--- config.mk ---
export PLATFORM = sky130hd
export DESIGN_NAME = imem_boot_loader
export DESIGN_NICKNAME = d
export VERILOG_FILES = /design/src/rtl/imem_boot_loader.sv
export SDC_FILE = /design/constraint.sdc
export NUM_CORES = 1
export LEC_CHECK = 0
export ABC_AREA = 0
export CORE_MARGIN = 4
export CORE_UTILIZATION = 40
export DETAILED_ROUTE_END_ITERATION = 6
export PLACE_DENSITY = 0.73
export REMOVE_ABC_BUFFERS = 1
export SLEW_MARGIN = 5
export SYNTH_ARGS = -nofsm -noshare
export SYNTH_HDL_FRONTEND = slang
export SYNTH_SLANG_ARGS = --single-unit
export TNS_END_PERCENT = 10
--- constraint.sdc ---
create_clock -name clk -period 2.1 [get_ports clk]
set_input_delay 0.42 -clock clk [delete_from_list [all_inputs] [get_ports clk]]
set_output_delay 0.42 -clock clk [all_outputs]
set_load 0.005 [all_outputs]
--- src/rtl/imem_boot_loader.sv ---
// rtl/imem_boot_loader.sv - loads a byte-streamed program into instruction memory, then releases the core.
// Optional trailing checksum check enabled by defining BOOT_CHECKSUM_EN.
module imem_boot_loader #(
    parameter int MEM_WORDS = 1024,
    parameter int ADDR_W    = 10
) (
    input  logic              clk,
    input  logic              rst,
    input  logic              load_req,
    input  logic              s_valid,
    input  logic [7:0]        s_data,
    output logic              s_ready,
    input  logic [31:0]       pc,
    output logic [31:0]       imem_addr,
    output logic              mem_we,
    output logic [ADDR_W-1:0] mem_waddr,
    output logic [31:0]       mem_wdata,
    output logic              cpu_rst,
    output logic              boot_done,
    output logic              boot_err
);

    typedef enum logic [2:0] {
        S_HDR0 = 3'd0,
        S_HDR1 = 3'd1,
        S_DATA = 3'd2,
        S_RUN  = 3'd3,
        S_ERR  = 3'd4
`ifdef BOOT_CHECKSUM_EN
        ,
        S_CSUM = 3'd5
`endif
    } state_t;

    state_t            state_q, state_d;
    logic [15:0]       n_q, n_d;
    logic [1:0]        byte_cnt_q, byte_cnt_d;
    logic [ADDR_W-1:0] word_cnt_q, word_cnt_d;
    logic [23:0]       acc_q, acc_d;
    logic              s_ready_q, s_ready_d;
    logic              mem_we_q, mem_we_d;
    logic [ADDR_W-1:0] mem_waddr_q, mem_waddr_d;
    logic [31:0]       mem_wdata_q, mem_wdata_d;
`ifdef BOOT_CHECKSUM_EN
    logic [31:0]       csum_q, csum_d;
`endif

    logic        xfer;
    logic [31:0] word_full;
    logic [15:0] n_new;
    logic        last_word;

    // Only the three lower bytes need storing; the fourth arrives with the handshake that completes the word.
    function automatic logic [23:0] place_byte(input logic [23:0] acc, input logic [1:0] k,
                                               input logic [7:0] b);
        logic [23:0] r;
        r = acc;
        case (k)
            2'd0:    r[7:0]   = b;
            2'd1:    r[15:8]  = b;
            default: r[23:16] = b;
        endcase
        return r;
    endfunction

    assign xfer      = s_valid && s_ready_q;
    assign word_full = {s_data, acc_q};
    assign n_new     = {s_data, n_q[7:0]};
    assign last_word = (16'(word_cnt_q) == (n_q - 16'd1));

    always_comb begin
        state_d     = state_q;
        n_d         = n_q;
        byte_cnt_d  = byte_cnt_q;
        word_cnt_d  = word_cnt_q;
        acc_d       = acc_q;
        mem_we_d    = 1'b0;
        mem_waddr_d = mem_waddr_q;
        mem_wdata_d = mem_wdata_q;
`ifdef BOOT_CHECKSUM_EN
        csum_d      = csum_q;
`endif
        case (state_q)
            S_HDR0: begin
                if (xfer) begin
                    n_d[7:0] = s_data;
                    state_d  = S_HDR1;
                end
            end
            S_HDR1: begin
                if (xfer) begin
                    n_d = n_new;
                    if (n_new == 16'd0) begin
`ifdef BOOT_CHECKSUM_EN
                        state_d = S_CSUM;
`else
                        state_d = S_RUN;
`endif
                    end else if (n_new > 16'(MEM_WORDS)) begin
                        state_d = S_ERR;
                    end else begin
                        state_d = S_DATA;
                    end
                end
            end
            S_DATA: begin
                if (xfer) begin
                    byte_cnt_d = byte_cnt_q + 2'd1;
                    if (byte_cnt_q == 2'd3) begin
                        mem_we_d    = 1'b1;
                        mem_waddr_d = word_cnt_q;
                        mem_wdata_d = word_full;
                        word_cnt_d  = word_cnt_q + ADDR_W'(1);
`ifdef BOOT_CHECKSUM_EN
                        csum_d      = csum_q + word_full;
                        if (last_word) state_d = S_CSUM;
`else
                        if (last_word) state_d = S_RUN;
`endif
                    end else begin
                        acc_d = place_byte(acc_q, byte_cnt_q, s_data);
                    end
                end
            end
`ifdef BOOT_CHECKSUM_EN
            S_CSUM: begin
                if (xfer) begin
                    byte_cnt_d = byte_cnt_q + 2'd1;
                    if (byte_cnt_q == 2'd3) begin
                        state_d = (word_full == csum_q) ? S_RUN : S_ERR;
                    end else begin
                        acc_d = place_byte(acc_q, byte_cnt_q, s_data);
                    end
                end
            end
`endif
            S_RUN, S_ERR: begin
                if (load_req) begin
                    state_d    = S_HDR0;
                    n_d        = 16'd0;
                    byte_cnt_d = 2'd0;
                    word_cnt_d = '0;
                    acc_d      = 24'd0;
`ifdef BOOT_CHECKSUM_EN
                    csum_d     = 32'd0;
`endif
                end
            end
            default: state_d = S_HDR0;
        endcase

        // Ready is registered from the next state so it never depends on s_valid.
        s_ready_d = (state_d == S_HDR0) || (state_d == S_HDR1) || (state_d == S_DATA);
`ifdef BOOT_CHECKSUM_EN
        if (state_d == S_CSUM) s_ready_d = 1'b1;
`endif
    end

    always_ff @(posedge clk) begin
        if (rst) begin
            state_q     <= S_HDR0;
            n_q         <= 16'd0;
            byte_cnt_q  <= 2'd0;
            word_cnt_q  <= '0;
            acc_q       <= 24'd0;
            s_ready_q   <= 1'b0;
            mem_we_q    <= 1'b0;
            mem_waddr_q <= '0;
            mem_wdata_q <= 32'd0;
`ifdef BOOT_CHECKSUM_EN
            csum_q      <= 32'd0;
`endif
        end else begin
            state_q     <= state_d;
            n_q         <= n_d;
            byte_cnt_q  <= byte_cnt_d;
            word_cnt_q  <= word_cnt_d;
            acc_q       <= acc_d;
            s_ready_q   <= s_ready_d;
            mem_we_q    <= mem_we_d;
            mem_waddr_q <= mem_waddr_d;
            mem_wdata_q <= mem_wdata_d;
`ifdef BOOT_CHECKSUM_EN
            csum_q      <= csum_d;
`endif
        end
    end

    assign s_ready   = s_ready_q;
    assign mem_we    = mem_we_q;
    assign mem_waddr = mem_waddr_q;
    assign mem_wdata = mem_wdata_q;
    assign boot_done = (state_q == S_RUN);
    assign boot_err  = (state_q == S_ERR);
    assign cpu_rst   = (state_q != S_RUN);
    assign imem_addr = boot_done ? pc : 32'd0;

endmodule

==> out/metrics.csv, run 1 <==
stage,metric,value,unit
yosys,cell types occupying the most area after synthesis,"sky130_fd_sc_hd__dfxtp_1 (44%), sky130_fd_sc_hd__mux2i_1 (9.3%), sky130_fd_sc_hd__nand2_1 (8.1%), sky130_fd_sc_hd__nor2_1 (5.9%), sky130_fd_sc_hd__a21oi_1 (5.4%)",
die,die boundary height,114.3,um
pwr,Peak VDD IR,0.4450,mV
final_layout,Area Growth Syn to Fin,44.53,%
sta,final worst path period need,2116,ps
route,residual antenna-violating net count after detailed routing,0,
global_routing,via count of the first global-routing pass,4110,
route,DR WL/cell,15.42,um
die,die width,114.3,um
cts,TritonCTS buffer count,9,
placement,# placed instances,818,
yosys,most used flip-flop cell after synthesis,sky130_fd_sc_hd__dfxtp_1,
cts,TritonCTS clock tree,done,
global_routing,global route total overflow,0,
global_routing,largest net degree at the start of global routing,47,
final_layout,post-route core utilization,0.5971,
pwr,Power Dens Cells,624.3,mW/mm^2
setup_path,depth of the worst register-to-register path,9,
final_layout,final-stage net count,739,
cts,insertion delay of the later-clocked pin in the worst-skew pair,340,ps
setup_path,arrival time of the worst setup path,2360,ps
yosys,post-synthesis cell area,0.004518,mm^2
worst_hold_path,Worst Hold Depth,1,
placement,Setup WS pre-CTS,-317.7,ps
yosys,synthesis-stage register bit count,99,
yosys,number of synthesis warnings,0,
flow_run,number of maximum-capacitance violations,0,
final_layout,Non-Filler Instances,835,
sta,final setup violation count,1,
pwr,internal power,3088,uW
pwr,combinational power share,0.103,
route,number of vias in the routed layout,4314,
global_routing,initial antenna violation count,0,
yosys,asr flop ratio synth,0,
sta,Final Hold Viols,0,
pwr,NetSw,988.2,uW
final_layout,filler cell count,984,
sta,worst path setup slack after routing,-16.39,ps
final_layout,proportion of layout cells with a drive suffix above 1,0.1237,
die,# IOs,123,
final_layout,# diodes,0,
cts,number of levels in the clock H-tree,3,
setup_path,sort of element at the start of the critical path,flop,
die,Floorplan Core Area,0.01094,mm^2
placement,placer's final routability congestion estimate,0.8375,
setup_path,endpoint kind of the worst setup timing path,flop,
sta,transition time of the tightest slew-check pin,457.8,ps
die,Initial Util,0.4132,
route,DRC violations left,0,
global_routing,wire length of the first global-routing pass,20260,um
setup_path,maximum fanout along the worst path,2,
pwr,static power due to leakage,0.002915,uW
yosys,post-synthesis sequential area ratio,0.4387,
pwr,total power draw,4077,uW
yosys,synth unique cells,48,
cts,number of hold buffers added after CTS,0,
setup_path,required time worst endpoint,2340,ps
global_routing,all-layer global routing usage,0.1916,
die,total number of placement rows,38,
pwr,sequential cell fraction of total power,0.470,
status,violated checks,negative setup slack,
route,Initial DRC Count,241,
sta,fin crit share,1.008,
final_layout,highest-count cells in the layout ignoring fill and taps,"sky130_fd_sc_hd__nand2_1 (97), sky130_fd_sc_hd__dfxtp_1 (97), sky130_fd_sc_hd__clkdlybuf4s50_1 (86)",
yosys,Post-Synthesis Mean Instance Area,8.245,um^2
yosys,area share of the largest cell type after synthesis,0.4387,
yosys,number of enable flip-flop cells after synthesis,0,
placement,half-perimeter wire length after detailed placement,9598,um
status,run status,"complete, but fails checks",
sta,Max Transition Viols Final,0,
cts,cell at the root of the clock tree,sky130_fd_sc_hd__clkbuf_16,
setup_path,Worst path slowest cell,sky130_fd_sc_hd__or4_4,
yosys,Post-Syn Instances,548,
cts,maximum buffer depth of the clock tree,2,
sta,post-route worst hold slack,434.9,ps
cts,register clock-pin slew on the reported worst setup and hold paths,70,ps
pwr,fraction of power spent switching nets,0.2424,
die,overall die area,0.01306,mm^2
route,vias per inst,5.166,
sta,clk_skew,5.246,ps
worst_hold_path,Min-Delay Path Class,reg -> reg,
route,Post-Route WL,12880,um
setup_path,CP Cell Sequence,inv_1 -> ha_1 -> xnor2_1 -> or4_4 -> nor4_4 -> o2111ai_1 -> nor4_2 -> a21oi_2 -> o21a_1,
sta,Achievable Freq,472.5,MHz
pwr,portion of total power attributed to the clock network,0.427,
placement,total of buffers placed on input and output ports,122,
sta,Slew HR,0.6948,
sta,RSZ-0062 raised after global routing,true,
yosys,library cell with the largest summed area after synthesis,sky130_fd_sc_hd__dfxtp_1,
cts,number of sinks on the clock net,99,
setup_path,delay of the slowest critical-path stage,440,ps
route,drt first pass iters,5,
setup_path,startpoint-to-endpoint class of the critical path,reg -> reg,
==> state kept, by name, indices dropped and copies added, names as in the netlist <==
register	count
acc_q	24
byte_cnt_q	2
mem_waddr	10
mem_wdata	32
mem_we	1
n_q	16
s_ready	1
state_q	3
word_cnt_q	10
==> stage by stage <==
step	setup TNS (ps)	cell area, um^2
CTS	-252.1	6494
floorplan	-39920	4362
detailed placement	-6157	6186
global route	-276.0	6530
global placement	-3683	6186
finish	-16.39	6530
==> critical path, delay by kind of cell, from the launching register on <==
kind            cells  cell delay (ps)
simple gates        3              780
flops               1              340
compound gates      3              420
xor+xnor            1              130
buf+inv             1               50
fa+ha+maj           1              290
==> final cells by class <==
class,count,area [um^2],area share
timing repair buffer,167,1622,0.2483
tap,140,175.2,0.02683
inverter,9,33.78,0.005173
multi-input combinational,404,2394,0.3665
sequential,99,1984,0.3039
clock inverter,6,82.58,0.01265
clock buffer,10,239.0,0.03660
==> repair_timing <==
action,in CTS,in global routing
setup endpoints to repair,38,15
hold endpoints to repair,0,0
gates cloned,0,0
buffers inserted,1,0
resized for setup,41,9
pin swaps,1,0
==> layer usage <==
layer | global-route usage | vias to the layer above | routed length [um]
met5 | 0 | - | 0
met4 | 0.05701 | 0 | 119
met3 | 0.04704 | 11 | 904
met2 | 0.3353 | 168 | 6455
met1 | 0.2324 | 1992 | 5397
li1 | - | 2143 | -
==> path summary, 6_finish.rpt <==
check	to	start	slack [ps]
hold / removal	state_q[2]$_SDFF_PP0_	state_q[1]$_SDFF_PP0_	430
setup / recovery	s_ready$_SDFF_PP0_	n_q[0]$_SDFFE_PP0P_	-20
setup reg to reg	s_ready$_SDFF_PP0_	n_q[0]$_SDFFE_PP0P_	-20
hold reg to reg	state_q[2]$_SDFF_PP0_	state_q[1]$_SDFF_PP0_	430
==> cell families (layout without fill, tap and decap cells) <==
group / count (synthesis) / count (layout) / synth area share
AND/OR/NAND/NOR: 261 / 261 / 0.2703
flip-flops: 99 / 99 / 0.4387
AO/OA/AOI/OAI: 75 / 75 / 0.1003
buffers and inverters: 45 / 192 / 0.04209
multiplexers: 44 / 44 / 0.09803
XOR/XNOR: 19 / 19 / 0.03683
adder cells (fa/ha/maj): 5 / 5 / 0.01385
==> synth_stat cells, types with 3 or more instances <==
cell type	n
sky130_fd_sc_hd__nor4_1	4
sky130_fd_sc_hd__nor2b_1	4
sky130_fd_sc_hd__dfxtp_1	99
sky130_fd_sc_hd__o21ai_2	3
sky130_fd_sc_hd__and2_1	9
sky130_fd_sc_hd__xor2_1	7
sky130_fd_sc_hd__nor3_1	10
sky130_fd_sc_hd__xnor2_1	12
sky130_fd_sc_hd__inv_1	9
sky130_fd_sc_hd__and3_1	35
sky130_fd_sc_hd__nor2_1	71
sky130_fd_sc_hd__nor4_2	3
sky130_fd_sc_hd__mux2i_1	42
sky130_fd_sc_hd__nand3_1	13
sky130_fd_sc_hd__nand3b_1	4
sky130_fd_sc_hd__clkbuf_1	31
sky130_fd_sc_hd__a21oi_1	49
sky130_fd_sc_hd__ha_1	5
sky130_fd_sc_hd__o21bai_1	3
sky130_fd_sc_hd__nand2_1	97
sky130_fd_sc_hd__a32oi_1	3
==> power by group through the flow <==
stage / clock network [uW] / logic (uW) / registers [uW]
detailed placement: 0 / 408 / 1960
global route: 1860 / 454 / 1920
CTS: 1770 / 412 / 1920
global placement: 0 / 400 / 1960
floorplan: 0 / 183 / 1960
finish: 1740 / 420 / 1920
(Power assumes the default switching activity.)
==> run 2: changes to the inputs <==
--- a/config.mk
+++ b/config.mk
@@ -11,7 +11,6 @@
 export DETAILED_ROUTE_END_ITERATION = 6
 export PLACE_DENSITY = 0.73
 export REMOVE_ABC_BUFFERS = 1
-export SLEW_MARGIN = 5
 export SYNTH_ARGS = -nofsm -noshare
 export SYNTH_HDL_FRONTEND = slang
 export SYNTH_SLANG_ARGS = --single-unit
==> results of run 2 <==
The final DEF is identical to that of run 1; final timing and power are the same.
